**src/rtl/mem_arb_pkg.sv**
```systemverilog
// Shared types and constants for the two-master memory port arbiter.
// Holds the FSM state encoding, master IDs and the memory request bundle.
package mem_arb_pkg;

    typedef enum logic {
        IDLE = 1'b0,
        BUSY = 1'b1
    } state_t;

    localparam logic M0 = 1'b0;
    localparam logic M1 = 1'b1;

    localparam int DEFAULT_TIMEOUT = 255;

    typedef struct packed {
        logic [63:0] address;
        logic        ren;
        logic        wen;
        logic [7:0]  wmask;
        logic [63:0] wdata;
    } mem_req_t;

    // A request carrying both ren and wen is a write, so ren is masked off.
    function automatic mem_req_t make_req(
        input logic [63:0] address,
        input logic        ren,
        input logic        wen,
        input logic [7:0]  wmask,
        input logic [63:0] wdata
    );
        mem_req_t r;
        r.address = address;
        r.ren     = ren & ~wen;
        r.wen     = wen;
        r.wmask   = wmask;
        r.wdata   = wdata;
        return r;
    endfunction

endpackage

```
**src/rtl/rr_pick2.sv**
```systemverilog
// Two-way round-robin picker: on a tie the master that did not win last time
// is chosen. Purely combinational; the caller owns the last_grant register.
module rr_pick2
    import mem_arb_pkg::*;
(
    input  logic [1:0] req,
    input  logic       last_grant,
    output logic       grant_id,
    output logic       grant_valid
);

    // NOTE: every output gets a default before the case so no latch is inferred.
    always_comb begin
        grant_id    = M0;
        grant_valid = |req;
        unique case (req)
            2'b01:   grant_id = M0;
            2'b10:   grant_id = M1;
            2'b11:   grant_id = (last_grant == M0) ? M1 : M0;
            default: grant_id = M0;
        endcase
    end

endmodule

```
**src/rtl/mem_port_arbiter.sv**
```systemverilog
// Shares one memory port between two masters, one transaction at a time,
// with round-robin tie breaking and a watchdog that aborts unacknowledged accesses.
module mem_port_arbiter
    import mem_arb_pkg::*;
#(
    parameter int TIMEOUT = DEFAULT_TIMEOUT
) (
    input  logic        clk,
    input  logic        rstn,

    input  logic [63:0] m0_address,
    input  logic        m0_ren,
    input  logic        m0_wen,
    input  logic [63:0] m0_wdata,
    input  logic [7:0]  m0_wmask,
    output logic [63:0] m0_rdata,
    output logic        m0_valid,
    output logic        m0_err,

    input  logic [63:0] m1_address,
    input  logic        m1_ren,
    input  logic        m1_wen,
    input  logic [63:0] m1_wdata,
    input  logic [7:0]  m1_wmask,
    output logic [63:0] m1_rdata,
    output logic        m1_valid,
    output logic        m1_err,

    output logic [63:0] address_mem,
    output logic        ren_mem,
    output logic        wen_mem,
    output logic [7:0]  wmask_mem,
    output logic [63:0] wdata_mem,
    input  logic [63:0] rdata_mem,
    input  logic        valid_mem,

    output logic        busy,
    output logic        timeout_err
);

    localparam int CW = $clog2(TIMEOUT + 1);
    localparam logic [CW-1:0] CNT_LAST = CW'(TIMEOUT - 1);

    state_t        state, state_nxt;
    logic [CW-1:0] cnt, cnt_nxt;
    logic          last_grant, last_grant_nxt;
    logic          timeout_err_nxt;
    mem_req_t      mem_q, mem_d;
    mem_req_t      m0_req, m1_req;

    logic          grant_id, grant_valid;
    logic          done, abort;

    assign m0_req = make_req(m0_address, m0_ren, m0_wen, m0_wmask, m0_wdata);
    assign m1_req = make_req(m1_address, m1_ren, m1_wen, m1_wmask, m1_wdata);

    rr_pick2 u_pick (
        .req         ({m1_ren | m1_wen, m0_ren | m0_wen}),
        .last_grant  (last_grant),
        .grant_id    (grant_id),
        .grant_valid (grant_valid)
    );

    // In BUSY the owner of the transaction is always last_grant.
    always_comb begin
        state_nxt       = state;
        cnt_nxt         = cnt;
        last_grant_nxt  = last_grant;
        timeout_err_nxt = timeout_err;
        mem_d           = mem_q;
        done            = 1'b0;
        abort           = 1'b0;
        unique case (state)
            IDLE: begin
                mem_d = '0;
                if (grant_valid) begin
                    mem_d          = (grant_id == M1) ? m1_req : m0_req;
                    last_grant_nxt = grant_id;
                    cnt_nxt        = '0;
                    state_nxt      = BUSY;
                end
            end
            BUSY: begin
                if (valid_mem) begin
                    done      = 1'b1;
                    mem_d     = '0;
                    state_nxt = IDLE;
                end else if (cnt == CNT_LAST) begin
                    abort           = 1'b1;
                    timeout_err_nxt = 1'b1;
                    mem_d           = '0;
                    state_nxt       = IDLE;
                end else begin
                    cnt_nxt = cnt + 1'b1;
                end
            end
            default: state_nxt = IDLE;
        endcase
    end

    // NOTE: state registers use non-blocking assignments so every flop samples pre-edge values.
    always_ff @(posedge clk or negedge rstn) begin
        if (!rstn) begin
            state       <= IDLE;
            cnt         <= '0;
            last_grant  <= M1;
            timeout_err <= 1'b0;
            mem_q       <= '0;
        end else begin
            state       <= state_nxt;
            cnt         <= cnt_nxt;
            last_grant  <= last_grant_nxt;
            timeout_err <= timeout_err_nxt;
            mem_q       <= mem_d;
        end
    end

    assign address_mem = mem_q.address;
    assign ren_mem     = mem_q.ren;
    assign wen_mem     = mem_q.wen;
    assign wmask_mem   = mem_q.wmask;
    assign wdata_mem   = mem_q.wdata;
    assign busy        = (state == BUSY);

    assign m0_valid = (done | abort) && (last_grant == M0);
    assign m1_valid = (done | abort) && (last_grant == M1);
    assign m0_err   = abort && (last_grant == M0);
    assign m1_err   = abort && (last_grant == M1);
    assign m0_rdata = (done && (last_grant == M0)) ? rdata_mem : '0;
    assign m1_rdata = (done && (last_grant == M1)) ? rdata_mem : '0;

endmodule
```
**config.mk**
```make
export PLATFORM = sky130hd
export DESIGN_NAME = mem_port_arbiter
export DESIGN_NICKNAME = d
export VERILOG_FILES = /design/src/rtl/mem_arb_pkg.sv /design/src/rtl/rr_pick2.sv /design/src/rtl/mem_port_arbiter.sv
export SDC_FILE = /design/constraint.sdc
export NUM_CORES = 1
export LEC_CHECK = 0
export CORE_AREA = 8 8 232 234
export CTS_CLUSTER_SIZE = 20
export DETAILED_ROUTE_END_ITERATION = 10
export DIE_AREA = 0 0 240 242
export GPL_ROUTABILITY_DRIVEN = 1
export GPL_TIMING_DRIVEN = 0
export PLACE_DENSITY = 0.52
export SYNTH_ARGS = -nofsm -noshare
export SYNTH_HDL_FRONTEND = slang
export SYNTH_SLANG_ARGS = --single-unit
```
**constraint.sdc**
```tcl
create_clock -name clk -period 4.04 [get_ports clk]
set_clock_uncertainty 0.1 [all_clocks]
set_input_delay 0.808 -clock clk [delete_from_list [all_inputs] [get_ports clk]]
set_output_delay 0.808 -clock clk [all_outputs]
set_load 0.01 [all_outputs]
```
==> flow_summary.ini <==
[run_status]
outcome = finished, final reports clean

[timing]
fmax_ghz = 0.254
rsz0062_at_grt = no
setup_tns_ns = 0
maxSlewViolCount = 0
slew_headroom_pct = 54.5
hold_viol_final = 0
worst_slew_pin_slew_ns = 0.682
fin_ws_ns = 0.104
finalSetupViolations = 0
finalCritPeriodShare_pct = 97.4
fin_crit_ns = 3.94

[synthesis]
ys_seq_area_share_pct = 47.8
ys_seq_elements = 149
avgSynthCellArea_um2 = 9.68
netlist_instances = 806
synth_ff_type = dfrtp_1
syn-num-nets = 1151
ys_warn_count = 0
yosysUniqueCellTypes = 35
synth_edf_count = 0
synth_area_mm2 = 0.00780
async_flop_share_pct = 100

[grt]
grt_pass1_wl_um = 64300
grt_overflow = 0
track_usage_pct = 15.2
grt_max_degree = 82
antenna_found_initial = 17
grt_pass1_vias = 9235

[clocking]
cts_tree = built
cts_max_level = 4
cts_sinks = 149
cts.clk_slew.worst_paths_ns = 0.06
cts_buffers = 17
clk-insertion-delay-late_ns = 0.47
ctsHoldBuffers = 0
clockRootBuffer = clkbuf_16
clk_path_buf_depth = 2

[setup_path]
cp_common_cell = clkdlybuf4s50_1
cp_max_fo = 10
cp_slowest_cell = clkdlybuf4s50_1
cp.buffers_inverters = 3
path_cells = clkdlybuf4s50_1, nand2_1, nor2_4, clkbuf_1, and2_1, clkdlybuf4s50_1
cp.arrival_ns = 3.03
crit_required_ns = 3.13
endpoint_kind = output pin
start_kind = primary input
path_class = primary input to output pin
slowest_delay_ns = 0.59
crit_family = buffers and inverters

[placed_design]
portBuffers = 614
gp_congestion = 0.879
post-place-ws_ns = -0.375
hpwl_um = 38500

[run]
drv_cap = 0

[die]
die_x_um = 240
die-area_mm2 = 0.0581
die_h_um = 242
std_cell_rows = 83
initial_core_util_pct = 15.5
io_pins = 615
core_mm2 = 0.0505

[drt]
postRouteWirelength_um = 45500
ant_nets = 0
post_drt_wl_per_cell_um = 21.2
route.detailed.drc = 0
vias_per_cell = 3.90
vias = 8357
drtIter0Drc = 343
drt_first_pass_iters = 4

[hold_path]
hold_class = primary input to asynchronous set/reset pin

[power_and_ir_drop]
power_w = 0.00894
power_density_mw_per_mm2 = 578
max-vdd-ir-drop_mv = 0.252
p_leak_nw = 6.36

[layout]
areaGrowthSynthToFinish_pct = 98.0
drive_gt1_share_pct = 5.16
fillers = 5343
nets = 1786
-- cell families after synthesis --
kind of cell / synth area share [%]
adder cells (fa/ha/maj): 0.321
AO/OA/AOI/OAI: 10.4
buffers and inverters: 4.68
flip-flops: 47.8
multiplexers: 17.6
AND/OR/NAND/NOR: 18.9
XOR/XNOR: 0.337
-- worst paths after layout --
path | start | end | slack [ns] | depth (start not counted)
max | valid_mem | m0_rdata[35] | 0.10 | 6
max in group asynchronous | rstn | address_mem[18] | 2.74 | 2
max reg2reg | cnt[0] | wdata_mem[60] | 1.89 | 8
min in group clk | timeout_err | timeout_err | 0.37 | 1
min | rstn | wdata_mem[21] | 0.23 | 1
min reg2reg | timeout_err | timeout_err | 0.37 | 1
-- worst reg2reg max path: cells and delay by family, from the launching register on --
kind                     cells  cell delay (ns)
AO/OA/AOI/OAI                2             0.34
adder cells (fa/ha/maj)      1             0.20
AND/OR/NAND/NOR              2             0.26
flip-flops                   1             0.44
buffers and inverters        3             0.74
-- registers in the layout, indices dropped and copies added, names as in the netlist --
register and flops:
address_mem 64, busy 1, cnt 8, last_grant 1
ren_mem 1, timeout_err 1, wdata_mem 64, wen_mem 1
wmask_mem 8
-- cell usage after synthesis (4+ instances only) --
cell / n / area share (%)
nand3_1: 5 / 0.32
a21oi_1: 5 / 0.32
nor2_1: 11 / 0.53
and2_1: 129 / 10
dfrtp_1: 148 / 47
o21ai_1: 120 / 7.7
o21ai_0: 22 / 1.4
mux2i_1: 137 / 18
clkbuf_2: 4 / 0.26
nand2_1: 145 / 7.0
buf_2: 15 / 0.96
clkbuf_1: 23 / 1.1
buf_6: 14 / 2.0
-- where the power goes --
part           switching, W  total [W]  internal [W]
clock              0.000699    0.00157      0.000868
combinational       0.00232    0.00480       0.00248
sequential         0.000399    0.00256       0.00217
total               0.00342    0.00894       0.00552
-- cell usage in the layout, fill, tap and decap left out, drive strengths merged, types with 2 or more instances in the layout --
master	count
a21o	2
a21oi	5
and2	129
buf	34
clkbuf	46
clkdlybuf4s50	613
clkinv	2
clkinvlp	3
dfrtp	148
diode	9
ha	2
inv	9
mux2i	137
nand2	145
nand3	5
nor2	11
o211ai	2
o21ai	142
o22ai	2
xor2	2
-- routing by layer --
metal  up-vias  track usage, %  part of all wire (%)
li1       4000               -                     -
met1      3890            15.5                    36
met2       408            27.1                    50
met3        57            6.94                    10
met4         2            5.48                   3.1
met5         -               0                 0.029
-- metrics by stage --
step | hold slack, ns | area [µm²] | cells | utilization [%]
global placement | 0.356 | 14800 | 2100 | 29.3
finish | 0.232 | 15500 | 2142 | 30.6
CTS | 0.212 | 15400 | 2132 | 30.5
detailed placement | 0.362 | 14800 | 2101 | 29.4
floorplan | 0.382 | 7800 | 806 | -
global route | 0.262 | 15400 | 2138 | 30.6
-- what timing repair did --
action | in CTS | in global routing
cloned | 0 | 0
pin swaps | 0 | 1
endpoints found under the setup margin | 122 | 8
resized for setup | 4 | 4
setup buffers | 0 | 1
-- layout make-up --
cell class	instances	area, µm²	share of cell area (%)
diodes	9	22.5	0.146
flip-flops and latches	149	3730	24.1
repair buffers	616	6190	40.1
well taps	680	851	5.51
multi-input cells	596	3720	24.1
inverters	3	11.3	0.0729
clock inverters	12	119	0.769
clock buffers	19	443	2.87
plain buffers	58	357	2.31
No activity file was read; power rests on OpenSTA's default activity.
